### config.mk
export PLATFORM = sky130hd
export DESIGN_NAME = alu_cmd_sequencer
export DESIGN_NICKNAME = d
export VERILOG_FILES = /design/src/rtl/alu_cmd_pkg.sv /design/src/rtl/alu_cmd_sequencer.sv
export SDC_FILE = /design/constraint.sdc
export NUM_CORES = 1
export LEC_CHECK = 0
export CAP_MARGIN = 20
export CORE_ASPECT_RATIO = 0.7
export CORE_UTILIZATION = 44
export DETAILED_ROUTE_END_ITERATION = 10
export GPL_TIMING_DRIVEN = 0
export MAX_ROUTING_LAYER = met4
export PLACE_DENSITY_LB_ADDON = 0.3
export SETUP_SLACK_MARGIN = 0.15
export SYNTH_ARGS = -nofsm -noshare
export SYNTH_HDL_FRONTEND = slang
export SYNTH_SLANG_ARGS = --single-unit
export TNS_END_PERCENT = 5
### constraint.sdc
create_clock -name clk -period 2.6 [get_ports clk]
set_clock_uncertainty 0.2 [all_clocks]
set_input_delay 0.52 -clock clk [delete_from_list [all_inputs] [get_ports clk]]
set_output_delay 0.52 -clock clk [all_outputs]
set_load 0.01 [all_outputs]
### src/rtl/alu_cmd_pkg.sv
// Shared definitions for the ALU command sequencer: datapath width,
// command encodings, controller states and ALU opcode constants.
package alu_cmd_pkg;

  // Datapath width; must match the 7-bit AND/ADD ALU beside the sequencer.
  localparam int WIDTH = 7;

  // Command opcodes as presented on cmd_op.
  typedef enum logic [1:0] {
    OP_LOAD  = 2'b00,
    OP_AND   = 2'b01,
    OP_ADD   = 2'b10,
    OP_CLEAR = 2'b11
  } cmd_op_e;

  // Controller states.
  typedef enum logic [1:0] {
    IDLE    = 2'b00,
    ISSUE   = 2'b01,
    CAPTURE = 2'b10,
    RESP    = 2'b11
  } state_e;

  // ALU opcode values driven on alu_op.
  localparam logic ALU_AND = 1'b0;
  localparam logic ALU_ADD = 1'b1;

  // True for commands that need a round trip through the ALU.
  function automatic logic is_alu_cmd(input logic [1:0] op);
    return (op == OP_AND) || (op == OP_ADD);
  endfunction

  // Maps an ALU command onto the ALU opcode (ADD has bit 1 set).
  function automatic logic alu_op_of(input logic [1:0] op);
    return op[1] ? ALU_ADD : ALU_AND;
  endfunction

endpackage

### src/rtl/alu_cmd_sequencer.sv
// Accumulator command sequencer that acts as the initiator of an external
// combinational AND/ADD ALU. Commands arrive on a valid/ready port, ALU
// operands are registered, the result is captured into the accumulator and
// returned on a valid/ready response port.
//
// Build option: define ALU_CTRL_STICKY_CF_EN to make the carry flag sticky
// across AND/ADD commands (cleared only by LOAD, CLEAR or reset).
module alu_cmd_sequencer
  import alu_cmd_pkg::*;
#(
  parameter int WIDTH = alu_cmd_pkg::WIDTH
) (
  input  logic             clk,
  input  logic             rst,
  input  logic             cmd_valid,
  output logic             cmd_ready,
  input  logic [1:0]       cmd_op,
  input  logic [WIDTH-1:0] cmd_data,
  output logic [WIDTH-1:0] alu_a,
  output logic [WIDTH-1:0] alu_b,
  output logic             alu_op,
  input  logic [WIDTH-1:0] alu_res,
  input  logic             alu_gz,
  input  logic             alu_cf,
  output logic             rsp_valid,
  input  logic             rsp_ready,
  output logic [WIDTH-1:0] rsp_res,
  output logic             rsp_gz,
  output logic             rsp_cf
);

  state_e state;
  state_e state_nxt;

  logic [WIDTH-1:0] acc;
  logic             gz;
  logic             cf;

  logic accept;
  logic do_load;
  logic do_clear;
  logic do_issue;
  logic do_capture;

  // State register; reset drops any in-flight command back to IDLE.
  always_ff @(posedge clk) begin
    if (rst) begin
      state <= IDLE;
    end else begin
      state <= state_nxt;
    end
  end

  // Next-state logic: ALU commands take ISSUE and CAPTURE, LOAD/CLEAR go straight to RESP.
  always_comb begin
    state_nxt = state;
    unique case (state)
      IDLE: begin
        if (cmd_valid) begin
          state_nxt = is_alu_cmd(cmd_op) ? ISSUE : RESP;
        end
      end
      ISSUE:   state_nxt = CAPTURE;
      CAPTURE: state_nxt = RESP;
      RESP: begin
        if (rsp_ready) begin
          state_nxt = IDLE;
        end
      end
      default: state_nxt = IDLE;
    endcase
  end

  // Output and datapath-enable decode from the current state.
  always_comb begin
    cmd_ready  = 1'b0;
    rsp_valid  = 1'b0;
    accept     = 1'b0;
    do_load    = 1'b0;
    do_clear   = 1'b0;
    do_issue   = 1'b0;
    do_capture = 1'b0;
    unique case (state)
      IDLE: begin
        cmd_ready = 1'b1;
        accept    = cmd_valid;
        do_load   = cmd_valid && (cmd_op == OP_LOAD);
        do_clear  = cmd_valid && (cmd_op == OP_CLEAR);
        do_issue  = cmd_valid && is_alu_cmd(cmd_op);
      end
      ISSUE:   ;
      CAPTURE: do_capture = 1'b1;
      RESP:    rsp_valid = 1'b1;
      default: ;
    endcase
  end

  // ALU operand registers; they hold their last values between commands.
  always_ff @(posedge clk) begin
    if (rst) begin
      alu_a  <= '0;
      alu_b  <= '0;
      alu_op <= ALU_AND;
    end else if (do_issue) begin
      alu_a  <= acc;
      alu_b  <= cmd_data;
      alu_op <= alu_op_of(cmd_op);
    end
  end

  // Accumulator and flags; the ALU result is sampled only in CAPTURE.
  always_ff @(posedge clk) begin
    if (rst) begin
      acc <= '0;
      gz  <= 1'b0;
      cf  <= 1'b0;
    end else if (do_load) begin
      acc <= cmd_data;
      gz  <= (cmd_data != '0);
      cf  <= 1'b0;
    end else if (do_clear) begin
      acc <= '0;
      gz  <= 1'b0;
      cf  <= 1'b0;
    end else if (do_capture) begin
      acc <= alu_res;
      gz  <= alu_gz;
`ifdef ALU_CTRL_STICKY_CF_EN
      cf  <= cf | alu_cf;
`else
      cf  <= alu_cf;
`endif
    end
  end

  // The response is the accumulator state, stable for as long as RESP waits.
  always_comb begin
    rsp_res = acc;
    rsp_gz  = gz;
    rsp_cf  = cf;
  end

  logic unused_accept;
  assign unused_accept = accept;

endmodule

==> reports/metrics.csv <==
metric;value;unit
type of origin of the critical path;flop;
leftover overflow at the end of global routing;0;
H-tree level count;1;
unrepaired setup endpoints after global routing;no;
total inserted antenna cells;0;
drc violations;0;
Final period util;0.897;
Slew HR;0.661;
relative contribution of the clock network to total power;0.186;
routed vias;1201;
cell with the largest stage delay on the worst path;sky130_fd_sc_hd__clkdlybuf4s50_1;
total count of max-transition violations in the final report;0;
global-route wire length before repair;5120;µm
vertical extent of the die;44.4;µm
top post-synthesis cells by area;sky130_fd_sc_hd__dfxtp_1, sky130_fd_sc_hd__nand2_1, sky130_fd_sc_hd__a21oi_1, sky130_fd_sc_hd__ha_1, sky130_fd_sc_hd__a211oi_1;
synthesized instance count;139;
die area;2780;µm²
Horiz. Die Dim;62.6;µm
Hold Violations, Final;0;
share of synthesized flip-flops with an asynchronous set or reset;0;
layout cells sized above 1;0.0582;
CTS clk-pin slew, worst paths;150;ps
antenna-violating nets left;0;
cell area power density;904;nW/µm²
Routed wire per std cell;13.8;µm
I/O pins;48;
most frequent cell after synthesis;sky130_fd_sc_hd__nand2_1;
non-filler cells in the finished layout;221;
number of vias per cell after detailed routing;5.43;
placeable core area;2280;µm²
Final Net Count;217;
iteration-0 DRC count of the detailed router;38;
status;complete, no violations;
routed wire length;3050;µm
number of distinct standard cells referenced by the synthesized netlist;22;
Port-buffer cells;46;
CTS Hold Bufs;0;
NetSw;0.000534;W
clock buffer depth;2;
fraction of power consumed by combinational cells;0.442;
static power due to leakage;0.619;nW
FMAX;429;MHz
Mapped Nets;166;
Max Cap Viol;0;
CTS buffer count;3;
initial core utilization;0.496;
most used standard cells in the synthesized netlist;sky130_fd_sc_hd__nand2_1, sky130_fd_sc_hd__dfxtp_1, sky130_fd_sc_hd__a21oi_1;
Worst-Margin Slew;506;ps
register area share after synthesis;0.461;
maximum number of pins on one net before global-route repair;16;
cell area after synthesis;1130;µm²
Min Clock Period, post-route;2330;ps
slowest cell delay on critical path;560;ps
number of enable flip-flop cells after synthesis;0;
internal power;0.000991;W
worst min-delay path class;reg -> reg;
number of global-route vias before repair;1106;
clock tree from TritonCTS;yes;
endpoint arrival time on the critical path;1610;ps
type of the worst setup path;reg -> out;
Critical Path Sink Type;output pin;
Clock Sinks;26;
HPWL after DPL;2300;µm
Finish-stage setup viols;0;
switching portion of total power;0.350;
biggest area consumer among synthesized cells;sky130_fd_sc_hd__dfxtp_1;
Synth Register Bits;26;
post-synthesis to final-layout area growth;49.2;%
antenna violations before repair;0;
Synth Flop Type;sky130_fd_sc_hd__dfxtp_1;
number of detailed-route iterations in the first pass;4;
all-layer global routing usage;0.250;
share of the synthesized area in the top cell type;0.461;
Crit path required time;1880;ps
placed cell count;217;
Final Total Pwr;0.00152;W
later-pin clock latency in the skew report;330;ps
sequential group share of total power;0.372;
final estimated routing congestion in global placement;0.818;
warning count from the yosys run;0;
peak ir drop on the vdd network;0.542;mV
Synth Area per Inst;8.13;µm²
critical-path cell list;inv_1 > ha_2 > clkdlybuf4s50_1;
Row Count;14;
CTS root buf;sky130_fd_sc_hd__clkbuf_4;
setup_tns;0;ps
highest fanout seen on the critical path;9;
## power by group through the flow
| stage | Clock, W | Combinational, W | Sequential, W |
|---|---|---|---|
| 6_report | 0.000283 | 0.000674 | 0.000567 |
| 5_1_grt | 0.000299 | 0.000730 | 0.000580 |
| 4_1_cts | 0.000282 | 0.000662 | 0.000564 |
| 3_5_place_dp | 0 | 0.000657 | 0.000572 |
| 3_3_place_gp | 0 | 0.000624 | 0.000569 |
| 2_1_floorplan | 0 | 0.000323 | 0.000598 |
## layout make-up
class	count	area, µm²
buffer	9	42.5
clock buffer	3	22.5
clock inverter	1	30.0
fill	180	592
inverter	6	22.5
multi-input combinational	98	547
sequential	26	520
tap	32	40.0
timing repair buffer	46	460
## cell usage in the layout, fill, tap and decap left out
master	instances
sky130_fd_sc_hd__clkbuf_4	3
sky130_fd_sc_hd__nor3_1	10
sky130_fd_sc_hd__a211oi_1	8
sky130_fd_sc_hd__dfxtp_1	26
sky130_fd_sc_hd__ha_2	1
sky130_fd_sc_hd__clkbuf_1	3
sky130_fd_sc_hd__clkdlybuf4s50_1	46
sky130_fd_sc_hd__nand2_1	37
sky130_fd_sc_hd__o211ai_1	1
sky130_fd_sc_hd__buf_1	1
sky130_fd_sc_hd__o211a_1	1
sky130_fd_sc_hd__inv_1	6
sky130_fd_sc_hd__bufinv_16	1
sky130_fd_sc_hd__nand2b_1	3
sky130_fd_sc_hd__and3_1	2
sky130_fd_sc_hd__a311oi_1	1
sky130_fd_sc_hd__ha_1	4
sky130_fd_sc_hd__o41ai_2	1
sky130_fd_sc_hd__o21ai_0	8
sky130_fd_sc_hd__mux2i_1	1
sky130_fd_sc_hd__buf_4	1
sky130_fd_sc_hd__buf_2	4
sky130_fd_sc_hd__o2111a_1	1
sky130_fd_sc_hd__a21oi_1	17
sky130_fd_sc_hd__nand3_1	1
sky130_fd_sc_hd__or4_1	1
## critical path, delay by kind of cell, from the launching register on
| family | cells | cell delay [ps] |
|---|---|---|
| DFF | 1 | 360 |
| buffers and inverters | 2 | 650 |
| adders and majority gates | 1 | 270 |
## flip-flops by register name, summed over array words and instances, names as in the netlist
signal,flops
rsp_cf,1
alu_op,1
alu_a,7
rsp_gz,1
rsp_res,7
alu_b,7
state,2
## per-layer routing
metal	up-vias	share of wire	global-route usage
met3	8	0.067	0.0490
met5	-	0	-
li1	580	-	-
met1	553	0.45	0.318
met2	60	0.47	0.402
met4	0	0.015	0.0884
## metrics by stage
| step | hold WS, ps | worst slack [ps] | cell area (µm²) | util |
|---|---|---|---|---|
| after detailed placement | 246 | 29.8 | 1630 | 0.716 |
| final | 262 | 269 | 1690 | 0.740 |
| after global routing | 280 | 204 | 1690 | 0.740 |
| after global placement | 241 | 148 | 1630 | 0.716 |
| after CTS | 265 | 190 | 1680 | 0.739 |
| after floorplan | 281 | 857 | 1130 | - |
## kinds of logic after synthesis
| logic type | count (synthesis) | synth area share |
|---|---|---|
| AOI/OAI and AO/OA | 38 | 0.212 |
| adders and majority gates | 5 | 0.0554 |
| buffers and inverters | 15 | 0.0576 |
| DFF | 26 | 0.461 |
| muxes | 1 | 0.00886 |
| and+or+nand+nor | 54 | 0.206 |
## what timing repair did
| item | in CTS | in global routing |
|---|---|---|
| endpoints found under the hold margin | 0 | 0 |
| endpoints found under the setup margin | 0 | 1 |
| buffers inserted | 0 | 0 |
| gates resized for setup | 0 | 1 |
## path summary, 6_finish.rpt
kind         cells after the start  slack (ps)               endpoint                   from
max reg2reg                      6         700  alu_b[1]$_SDFFE_PP0P_  state[0]$_SDFFE_PP0P_
min reg2reg                      2         260    alu_op$_SDFFE_PP0P_    alu_op$_SDFFE_PP0P_
max                              3         270              cmd_ready  state[0]$_SDFFE_PP0P_
min                              2         260    alu_op$_SDFFE_PP0P_    alu_op$_SDFFE_PP0P_
Power figures use the tool's default switching activity.
